[src/rtl/fir_pkg.sv]
// -----------------------------------------------------------------------------
// fir_pkg
// Shared definitions for the time-multiplexed MAC FIR core.
//   fir_state_e : core control states (LOAD / IDLE / MAC / OUT)
//   acc_width() : signed accumulator width for a given sample width and tap count
//   round_sat() : round-half-up arithmetic right shift followed by signed
//                 saturation to bw_out bits; returns {sat, data}. It works on a
//                 wide fixed-width container so one function serves every
//                 parameterisation. Callers sign-extend into it and slice the
//                 low bw_out bits of data.
// -----------------------------------------------------------------------------
package fir_pkg;

   typedef enum logic [1:0] {
      LOAD = 2'd0,
      IDLE = 2'd1,
      MAC  = 2'd2,
      OUT  = 2'd3
   } fir_state_e;

   // Working width of round_sat. It must exceed the accumulator width by at
   // least one bit so the rounding bias can never wrap.
   localparam int RS_W = 64;

   typedef struct packed {
      logic                   sat;
      logic signed [RS_W-1:0] data;
   } rs_t;

   function automatic int acc_width(input int bw_in, input int n_taps);
      return 2 * bw_in + $clog2(n_taps);
   endfunction

   function automatic rs_t round_sat(input logic signed [RS_W-1:0] acc,
                                     input int                     shift,
                                     input int                     bw_out);
      logic signed [RS_W-1:0] bias;
      logic signed [RS_W-1:0] lim;
      logic signed [RS_W-1:0] r;
      rs_t                    res;
      // Half an output LSB; with SHIFT = 0 there is nothing to round.
      bias = '0;
      if (shift > 0) begin
         bias[shift-1] = 1'b1;
      end
      // lim = 2^(bw_out-1): max = lim-1, min = -lim.
      lim = '0;
      lim[bw_out-1] = 1'b1;
      r = (acc + bias) >>> shift;
      res.sat  = 1'b0;
      res.data = r;
      if (r > lim - 64'sd1) begin
         res.sat  = 1'b1;
         res.data = lim - 64'sd1;
      end else if (r < -lim) begin
         res.sat  = 1'b1;
         res.data = -lim;
      end
      return res;
   endfunction

endpackage

[src/rtl/fir_mac_core_if.sv]
// -----------------------------------------------------------------------------
// fir_mac_core_if
// Streaming interface of the MAC FIR core.
//   in_valid / in_ready / coef_load / in_data : input beat (sample or coefficient)
//   out_valid / out_ready / out_data / out_sat: result stream with clip flag
//   coef_ok                                   : full coefficient set present
// Modports:
//   master : the block feeding samples and consuming results
//   slave  : the filter core
// -----------------------------------------------------------------------------
interface fir_mac_core_if #(
   parameter int BW_IN  = 6,
   parameter int BW_OUT = 8
);

   logic                     in_valid;
   logic                     in_ready;
   logic                     coef_load;
   logic signed [BW_IN-1:0]  in_data;
   logic                     out_valid;
   logic                     out_ready;
   logic signed [BW_OUT-1:0] out_data;
   logic                     out_sat;
   logic                     coef_ok;

   modport master (
      output in_valid,
      output coef_load,
      output in_data,
      output out_ready,
      input  in_ready,
      input  out_valid,
      input  out_data,
      input  out_sat,
      input  coef_ok
   );

   modport slave (
      input  in_valid,
      input  coef_load,
      input  in_data,
      input  out_ready,
      output in_ready,
      output out_valid,
      output out_data,
      output out_sat,
      output coef_ok
   );

endinterface

[src/rtl/fir_round_sat.sv]
// -----------------------------------------------------------------------------
// fir_round_sat
// Combinational output scaler: rounds the accumulator half-up while shifting
// right by SHIFT, then clips to a signed BW_OUT-bit range.
//   acc  in  ACC_W   signed final accumulator value
//   data out BW_OUT  scaled, saturated result
//   sat  out 1       data was clipped
// -----------------------------------------------------------------------------
module fir_round_sat
   import fir_pkg::*;
#(
   parameter int ACC_W  = 14,
   parameter int SHIFT  = 4,
   parameter int BW_OUT = 8
) (
   input  logic signed [ACC_W-1:0]  acc,
   output logic signed [BW_OUT-1:0] data,
   output logic                     sat
);

   rs_t  rs;
   logic unused_hi;

   // NOTE: combinational blocks use blocking '=' and give every output a value
   // on every path, so no latch can be inferred.
   always_comb begin
      rs   = round_sat({{(RS_W-ACC_W){acc[ACC_W-1]}}, acc}, SHIFT, BW_OUT);
      data = rs.data[BW_OUT-1:0];
      sat  = rs.sat;
   end

   // After clipping, the upper bits are sign copies of data and carry nothing.
   assign unused_hi = ^rs.data[RS_W-1:BW_OUT];

endmodule

[src/rtl/fir_mac_core.sv]
// -----------------------------------------------------------------------------
// fir_mac_core
// Time-multiplexed FIR with one multiplier: each accepted sample is convolved
// with the N_TAPS coefficients over N_TAPS cycles. The result is rounded,
// shifted and saturated, then held until the consumer takes it.
// Ports:
//   clk    : clock
//   reset  : synchronous, active-high; aborts any operation in flight
//   bus    : fir_mac_core_if.slave (input beats, result stream, coef_ok)
// Coefficients arrive c[N_TAPS-1] first, c[0] last, as beats with coef_load=1.
// A coefficient beat while a set is loaded starts a fresh set and clears the
// delay line.
// -----------------------------------------------------------------------------
module fir_mac_core
   import fir_pkg::*;
#(
   parameter int N_TAPS = 4,
   parameter int BW_IN  = 6,
   parameter int BW_OUT = 8,
   parameter int SHIFT  = 4
) (
   input logic          clk,
   input logic          reset,
   fir_mac_core_if.slave bus
);

   localparam int ACC_W  = acc_width(BW_IN, N_TAPS);
   localparam int PROD_W = 2 * BW_IN;
   localparam int KW     = $clog2(N_TAPS);
   localparam int CW     = $clog2(N_TAPS + 1);
   localparam logic [KW-1:0] K_LAST = KW'(N_TAPS - 1);
   localparam logic [CW-1:0] C_LAST = CW'(N_TAPS - 1);

   fir_state_e               state_q,     state_d;
   logic [CW-1:0]            coef_cnt_q,  coef_cnt_d;
   logic signed [BW_IN-1:0]  c_q [N_TAPS];
   logic signed [BW_IN-1:0]  c_d [N_TAPS];
   logic signed [BW_IN-1:0]  x_q [N_TAPS];
   logic signed [BW_IN-1:0]  x_d [N_TAPS];
   logic signed [ACC_W-1:0]  acc_q,       acc_d;
   logic [KW-1:0]            k_q,         k_d;
   logic                     out_valid_q, out_valid_d;
   logic signed [BW_OUT-1:0] out_data_q,  out_data_d;
   logic                     out_sat_q,   out_sat_d;
   logic                     coef_ok_q,   coef_ok_d;

   logic                     beat;
   logic signed [PROD_W-1:0] prod;
   logic signed [ACC_W-1:0]  mac_sum;
   logic signed [BW_OUT-1:0] rs_data;
   logic                     rs_sat;

   assign bus.in_ready  = (state_q == LOAD) || (state_q == IDLE);
   assign bus.out_valid = out_valid_q;
   assign bus.out_data  = out_data_q;
   assign bus.out_sat   = out_sat_q;
   assign bus.coef_ok   = coef_ok_q;

   assign beat = bus.in_valid && bus.in_ready;

   // Tap mux feeding the single multiplier.
   assign prod    = x_q[k_q] * c_q[k_q];
   assign mac_sum = acc_q + {{(ACC_W-PROD_W){prod[PROD_W-1]}}, prod};

   // Scales the sum that includes the last tap, so the result can be
   // registered on the same edge that processes that tap.
   fir_round_sat #(
      .ACC_W  (ACC_W),
      .SHIFT  (SHIFT),
      .BW_OUT (BW_OUT)
   ) u_round_sat (
      .acc  (mac_sum),
      .data (rs_data),
      .sat  (rs_sat)
   );

   always_comb begin
      state_d     = state_q;
      coef_cnt_d  = coef_cnt_q;
      c_d         = c_q;
      x_d         = x_q;
      acc_d       = acc_q;
      k_d         = k_q;
      out_valid_d = out_valid_q;
      out_data_d  = out_data_q;
      out_sat_d   = out_sat_q;
      coef_ok_d   = coef_ok_q;

      unique case (state_q)
         LOAD: begin
            // Sample beats are accepted here but have no effect.
            if (beat && bus.coef_load) begin
               coef_cnt_d = coef_cnt_q + 1'b1;
               if (coef_cnt_q == C_LAST) begin
                  coef_ok_d = 1'b1;
                  state_d   = IDLE;
               end
            end
         end
         IDLE: begin
            if (beat) begin
               if (bus.coef_load) begin
                  // Starting a new set: stale history must not mix with it.
                  coef_cnt_d = CW'(1);
                  coef_ok_d  = 1'b0;
                  for (int k = 0; k < N_TAPS; k++) begin
                     x_d[k] = '0;
                  end
                  state_d = LOAD;
               end else begin
                  x_d[0] = bus.in_data;
                  for (int k = 1; k < N_TAPS; k++) begin
                     x_d[k] = x_q[k-1];
                  end
                  acc_d   = '0;
                  k_d     = '0;
                  state_d = MAC;
               end
            end
         end
         MAC: begin
            acc_d = mac_sum;
            k_d   = k_q + 1'b1;
            if (k_q == K_LAST) begin
               out_data_d  = rs_data;
               out_sat_d   = rs_sat;
               out_valid_d = 1'b1;
               state_d     = OUT;
            end
         end
         OUT: begin
            if (bus.out_ready) begin
               out_valid_d = 1'b0;
               state_d     = IDLE;
            end
         end
         default: state_d = LOAD;
      endcase

      // Beats happen only in LOAD and IDLE. In both states a coefficient
      // beat shifts the coefficient line.
      if (beat && bus.coef_load) begin
         c_d[0] = bus.in_data;
         for (int k = 1; k < N_TAPS; k++) begin
            c_d[k] = c_q[k-1];
         end
      end
   end

   // NOTE: state registers use non-blocking '<=' so that every flop samples the
   // values from before the edge.
   always_ff @(posedge clk) begin
      if (reset) begin
         state_q     <= LOAD;
         coef_cnt_q  <= '0;
         acc_q       <= '0;
         k_q         <= '0;
         out_valid_q <= 1'b0;
         out_data_q  <= '0;
         out_sat_q   <= 1'b0;
         coef_ok_q   <= 1'b0;
         // NOTE: the coefficient and delay-line arrays are reset. The first
         // result after a reload has to see a zeroed history, and these
         // arrays are only N_TAPS words.
         for (int k = 0; k < N_TAPS; k++) begin
            c_q[k] <= '0;
            x_q[k] <= '0;
         end
      end else begin
         state_q     <= state_d;
         coef_cnt_q  <= coef_cnt_d;
         c_q         <= c_d;
         x_q         <= x_d;
         acc_q       <= acc_d;
         k_q         <= k_d;
         out_valid_q <= out_valid_d;
         out_data_q  <= out_data_d;
         out_sat_q   <= out_sat_d;
         coef_ok_q   <= coef_ok_d;
      end
   end

endmodule

[src/flat_wrapper.sv]
// flat-port wrapper written by rule: the top's interface ports become plain ports
module fir_mac_core_flat import fir_pkg::*;
#(
   parameter int N_TAPS = 4,
   parameter int BW_IN  = 6,
   parameter int BW_OUT = 8,
   parameter int SHIFT  = 4
)
  (clk, reset, bus_in_valid, bus_coef_load, bus_in_data, bus_out_ready, bus_in_ready, bus_out_valid, bus_out_data, bus_out_sat, bus_coef_ok);
  fir_mac_core_if #(.BW_IN(BW_IN), .BW_OUT(BW_OUT)) bus_i ();
  input logic clk;
  input logic reset;
  input wire logic [$bits(bus_i.in_valid)-1:0] bus_in_valid;
  input wire logic [$bits(bus_i.coef_load)-1:0] bus_coef_load;
  input wire logic [$bits(bus_i.in_data)-1:0] bus_in_data;
  input wire logic [$bits(bus_i.out_ready)-1:0] bus_out_ready;
  output wire logic [$bits(bus_i.in_ready)-1:0] bus_in_ready;
  output wire logic [$bits(bus_i.out_valid)-1:0] bus_out_valid;
  output wire logic [$bits(bus_i.out_data)-1:0] bus_out_data;
  output wire logic [$bits(bus_i.out_sat)-1:0] bus_out_sat;
  output wire logic [$bits(bus_i.coef_ok)-1:0] bus_coef_ok;
  assign bus_i.in_valid = bus_in_valid;
  assign bus_i.coef_load = bus_coef_load;
  assign bus_i.in_data = bus_in_data;
  assign bus_i.out_ready = bus_out_ready;
  assign bus_in_ready = bus_i.in_ready;
  assign bus_out_valid = bus_i.out_valid;
  assign bus_out_data = bus_i.out_data;
  assign bus_out_sat = bus_i.out_sat;
  assign bus_coef_ok = bus_i.coef_ok;
  fir_mac_core #(.N_TAPS(N_TAPS), .BW_IN(BW_IN), .BW_OUT(BW_OUT), .SHIFT(SHIFT)) u_core (.clk(clk), .reset(reset), .bus(bus_i));
endmodule
[config.mk]
export PLATFORM = sky130hd
export DESIGN_NAME = fir_mac_core_flat
export DESIGN_NICKNAME = d
export VERILOG_FILES = /design/src/rtl/fir_pkg.sv /design/src/rtl/fir_mac_core_if.sv /design/src/rtl/fir_round_sat.sv /design/src/rtl/fir_mac_core.sv /design/src/flat_wrapper.sv
export SDC_FILE = /design/constraint.sdc
export NUM_CORES = 1
export LEC_CHECK = 0
export BUFFER_PORTS_ARGS = -buffer_cell sky130_fd_sc_hd__buf_2
export CORE_ASPECT_RATIO = 0.9
export CORE_MARGIN = 3
export CORE_UTILIZATION = 45
export DETAILED_ROUTE_END_ITERATION = 8
export GPL_TIMING_DRIVEN = 1
export HOLD_SLACK_MARGIN = 0.12
export PLACE_DENSITY_LB_ADDON = 0.2
export SYNTH_ARGS = -nofsm -noshare
export SYNTH_HDL_FRONTEND = slang
export SYNTH_SLANG_ARGS = --single-unit
[constraint.sdc]
create_clock -name clk -period 17.9 [get_ports clk]
set_input_delay 0 -clock clk [delete_from_list [all_inputs] [get_ports clk]]
set_output_delay 0 -clock clk [all_outputs]
set_load 0.02 [all_outputs]
==> flow_results.org <==
** Timing
- Post-layout min period :: roughly 7.7 ns
- Part of the cycle the worst path needs :: 0.432
- At the pin with the least slew margin, the transition time is 1.05 ns.
- Hold violation total from the final report :: 0
- Setup total negative slack on the finished layout was measured at 0 ns.
- Remaining max-slew budget at the tightest pin :: 0.299
- For the final database, setup skew stands at roughly 0.008 ns.
- Timing would allow up to ~130 MHz.
- Setup violations remaining at the end of the flow were counted as 0.
- The final-report max-slew violation count is 0.
- RSZ-0062 raised after global routing :: no

** Logic synthesis
- When the netlist entered floorplanning its net count stood at 739.
- The synthesized design contains 0 enable-type register cells.
- Synthesis handed over a netlist of 658 instances.
- Most used flip-flop cell after synthesis :: dfxtp_1
- Flops & latches, synth :: 80
- The number of different library cells used by synthesis comes to 65.
- Post-synthesis sequential area ratio :: 0.282
- For this run, the number of Yosys warnings is 0.
- Async set-reset flop share out of synthesis :: 0
- Syn Area/Cell :: 8.63 um^2
- Netlist Area Pre-Place :: 5680 um^2

** Setup path
- The most critical setup path has its endpoint at u_core.bus.out_data[5].
- Data on the critical path is required at its endpoint by 18.08 ns.
- Tracing the worst setup path back leads to its startpoint at u_core.k_q[0].
- Critical path startpoint category :: flip-flop
- Levels on crit path :: 19
- CP peak stage delay :: 0.94 ns
- Broken down by cell family, the worst path's largest delay share belongs to adder cells.
- In this run the critical register-to-register path is launched from u_core.k_q[0].
- Kind of end point of the critical path :: flip-flop
- The worst register-to-register path has a depth of 19.
- Top cell by count, worst path :: fa_1
- Endpoint arrival time on the critical path :: 7.92 ns
- The worst setup path is of the reg -> reg kind.
- Worst path slowest cell :: dfxtp_1
- Largest fanout on the critical path :: 15
- Internal reg-to-reg setup slack :: 10.16 ns
- Cells along the critical path :: mux4_2 > or2_2 > fa_1 > fa_1 > inv_1 > fa_1 > fa_1 > inv_1 > fa_1 > inv_1 > ha_1 > a21oi_1 > a31oi_2 > xnor2_1 > nor4_4 > mux2i_1 > o2111ai_2 > o21ai_1 > a211oi_1
- Counting both buffers and inverters, the worst setup path holds a total of 3.
- The endpoint identified for the worst register-to-register timing path is u_core.bus.out_data[5].

** Final layout
- Utilization of the core after routing :: 0.517
- Counting the fill cells in the layout gives 1177.
- Layout overhead on the synthesized area :: 10.7%
- Share of final-layout standard cells stronger than drive strength 1 :: 0.0999
- Summing all multi-input logic gate instances after layout gives ~3800 um^2.
- The sequential cells in the finished layout cover a total of 1600 um^2.
- The final layout contains about 750 nets.
- The repair_antennas step left the layout with diodes totalling 0.

** Detailed routing
- Antenna-violating nets left :: 0
- Drt first-iter violations :: 205
- Sum of routed wire length over all layers :: approximately 12 mm
- After detailed routing, the number of remaining DRC violations is 0.
- Post-DR wirelength/cell :: 14.7 um
- Overall via count from detail_route :: 4520
- After detailed routing, the number of vias per cell comes to 5.44.
- Number of iterations in the first detailed-routing pass :: 4

** GRT
- The initial antenna violation count came to 0.
- GR Util All Layers :: 0.178
- Gr ovfl total :: 0
- The first global-routing pass estimated 20.9 mm of wire.
- Largest net degree at the start of global routing :: 49
- Via count of the first global-routing pass :: 4324

** Clock network
- Clock-pin slew was measured on the worst setup and hold paths at 0.07 ns.
- Clk_lat worst skew :: 0.34 ns
- Post-CTS resize count :: 0
- Total setup buffers inserted after CTS :: 0
- # H-tree levels :: 3
- The cell sitting at the root of the clock tree is a clkbuf_16.
- In this run, post-CTS hold repair placed 8 buffers.
- Clock buffer depth :: 2
- Clock tree from TritonCTS :: yes
- CTS saw 80 sinks.
- Number of buffers created by CTS :: 9

** Power
- Across the VDD grid, the largest voltage drop is 0.0000533 V.
- For this design the static power due to leakage is 0.00254 uW.
- Dividing total power by cell area gives a power density of 68.6 nW/um^2.

** Floorplan
- I/O pin cnt :: 23
- The total area inside the core boundary comes to 12200 um^2.
- Vertical die dimension :: 113 um
- Standard-cell rows :: 38
- The die is 124 um wide.
- Area enclosed by the die boundary :: around 14000 um^2
- For this configuration, the core starts out at a cell density of 0.467.

** Run
- Across the run, the number of max-cap violations was 0.

** Hold path
- The path class of the tightest hold or removal check is in -> reg.
- The worst hold path was traced through 2 stages.

** Placement
- Global placer's final weighted congestion :: between 0.8 and 0.9
- Count of input and output buffers :: 22
- Detailed placement finished with a half-perimeter wire length of 8.92 mm.

** Status
- The flow ran to the end, and the final reports show no timing, DRC or antenna violations.
## power breakdown
group	switching (uW)	internal, uW
combinational	28.7	15.4
sequential	1.68	180
clock	80.9	125
## per-stage QoR
step | instances | cell area, um^2 | setup WS [ns] | hold WS (ns) | total power (uW)
2_1_floorplan | 658 | 5680 | 10.65 | 0.136 | 218
3_3_place_gp | 807 | 5870 | 10.36 | 0.252 | 227
3_5_place_dp | 807 | 5870 | 10.19 | 0.257 | 228
4_1_cts | 831 | 6290 | 10.15 | 0.216 | 437
5_1_grt | 831 | 6290 | 9.65 | 0.259 | 448
6_report | 831 | 6290 | 10.16 | 0.216 | 431
## routing by layer
| layer | global-route usage | vias to the layer above | part of all wire |
|---|---|---|---|
| li1 | - | 2280 | - |
| met1 | 0.260 | 2164 | 0.51 |
| met2 | 0.278 | 64 | 0.45 |
| met3 | 0.0171 | 12 | 0.025 |
| met4 | 0.0592 | 0 | 0.016 |
| met5 | 0 | - | 0 |
## area by class of cell
type	instances	share of cell area
Clock inverter	7	0.0175
Multi-Input combinational cell	503	0.603
Clock buffer	9	0.0358
Timing Repair Buffer	33	0.0338
Tap cell	160	0.0318
Inverter	39	0.0233
Sequential cell	80	0.255
## how the worst min path moves through the flow
stage                    from                    to  slack, ns
6_report                reset    u_core.bus.coef_ok       0.22
3_5_place_dp   bus_in_data[3]        u_core.c_q[21]       0.26
5_1_grt                 reset  u_core.coef_cnt_q[2]       0.26
2_1_floorplan  bus_in_data[0]        u_core.c_q[18]       0.14
3_3_place_gp   bus_in_data[4]        u_core.c_q[22]       0.25
4_1_cts                 reset       u_core.acc_q[8]       0.22
## worst reg2reg max path, stage by stage (launching register included)
cell and delay [ns]:
dfxtp_1 0.94, mux4_2 0.67, or2_2 0.32, fa_1 0.51, fa_1 0.54, inv_1 0.05
fa_1 0.50, fa_1 0.56, inv_1 0.07, fa_1 0.55, inv_1 0.05, ha_1 0.41
a21oi_1 0.50, a31oi_2 0.18, xnor2_1 0.30, nor4_4 0.48, mux2i_1 0.30, o2111ai_2 0.26
o21ai_1 0.28, a211oi_1 0.12
## logic make-up (layout without fill, tap and decap cells)
kind of cell    count (synthesis)  count (layout)  share of synthesized area
compound gates                146             146                      0.166
flops                          80              80                      0.282
buf+inv                        75              88                     0.0507
fa+ha+maj                      70              70                      0.190
simple gates                  245             245                      0.215
xor+xnor                       27              27                     0.0456
mux                            15              15                     0.0509
## layout by cell type (no fill, tap or decap), types with 3 or more instances in the layout
master         instances
nor2b_1                5
dfxtp_1               80
buf_4                  3
mux2i_1                3
nor3_1                 6
mux4_2                11
inv_1                 39
a211oi_1               9
clkbuf_16              9
o21ai_1               10
o21ai_0                4
o211ai_1              10
nor2_1                75
xnor2_1               18
a21oi_1               73
a22oi_1                9
a211oi_2               3
dlygate4sd3_1          8
xor2_1                 7
nand2_1               72
fa_1                  27
and2_1                27
buf_2                 22
nand3_1               11
inv_6                  3
nand2b_1               7
ha_1                  43
nor3b_1               26
## state kept, by name (all words and copies together) (netlist names)
| name | count |
|---|---|
| u_core.state_q | 2 |
| u_core.bus.out_valid | 1 |
| u_core.bus.coef_ok | 1 |
| u_core.acc_q | 14 |
| u_core.bus.out_sat | 1 |
| u_core.c_q | 24 |
| u_core.k_q | 2 |
| u_core.bus.out_data | 8 |
| u_core.coef_cnt_q | 3 |
| u_core.x_q | 24 |
## synthesized netlist by cell type, types with 3 or more instances
cell,number,share of area
ha_1,43,0.095
xor2_1,7,0.011
xnor2_1,18,0.028
a211oi_2,3,0.0066
fa_1,27,0.095
a22oi_1,9,0.012
clkbuf_1,30,0.020
o21ai_1,10,0.0088
o21ai_0,4,0.0035
a21oi_1,73,0.064
o211ai_1,10,0.013
a211oi_1,9,0.012
and2_1,27,0.030
mux2i_1,3,0.0053
mux4_2,11,0.044
nand2_1,72,0.048
nor2_1,75,0.050
nor3b_1,26,0.034
nor3_1,6,0.0053
nor2b_1,5,0.0055
inv_1,39,0.026
nand3_1,11,0.0097
dfxtp_1,80,0.28
buf_1,3,0.0020
nand2b_1,7,0.0077
Note: power is estimated with default switching activity, not from simulation.
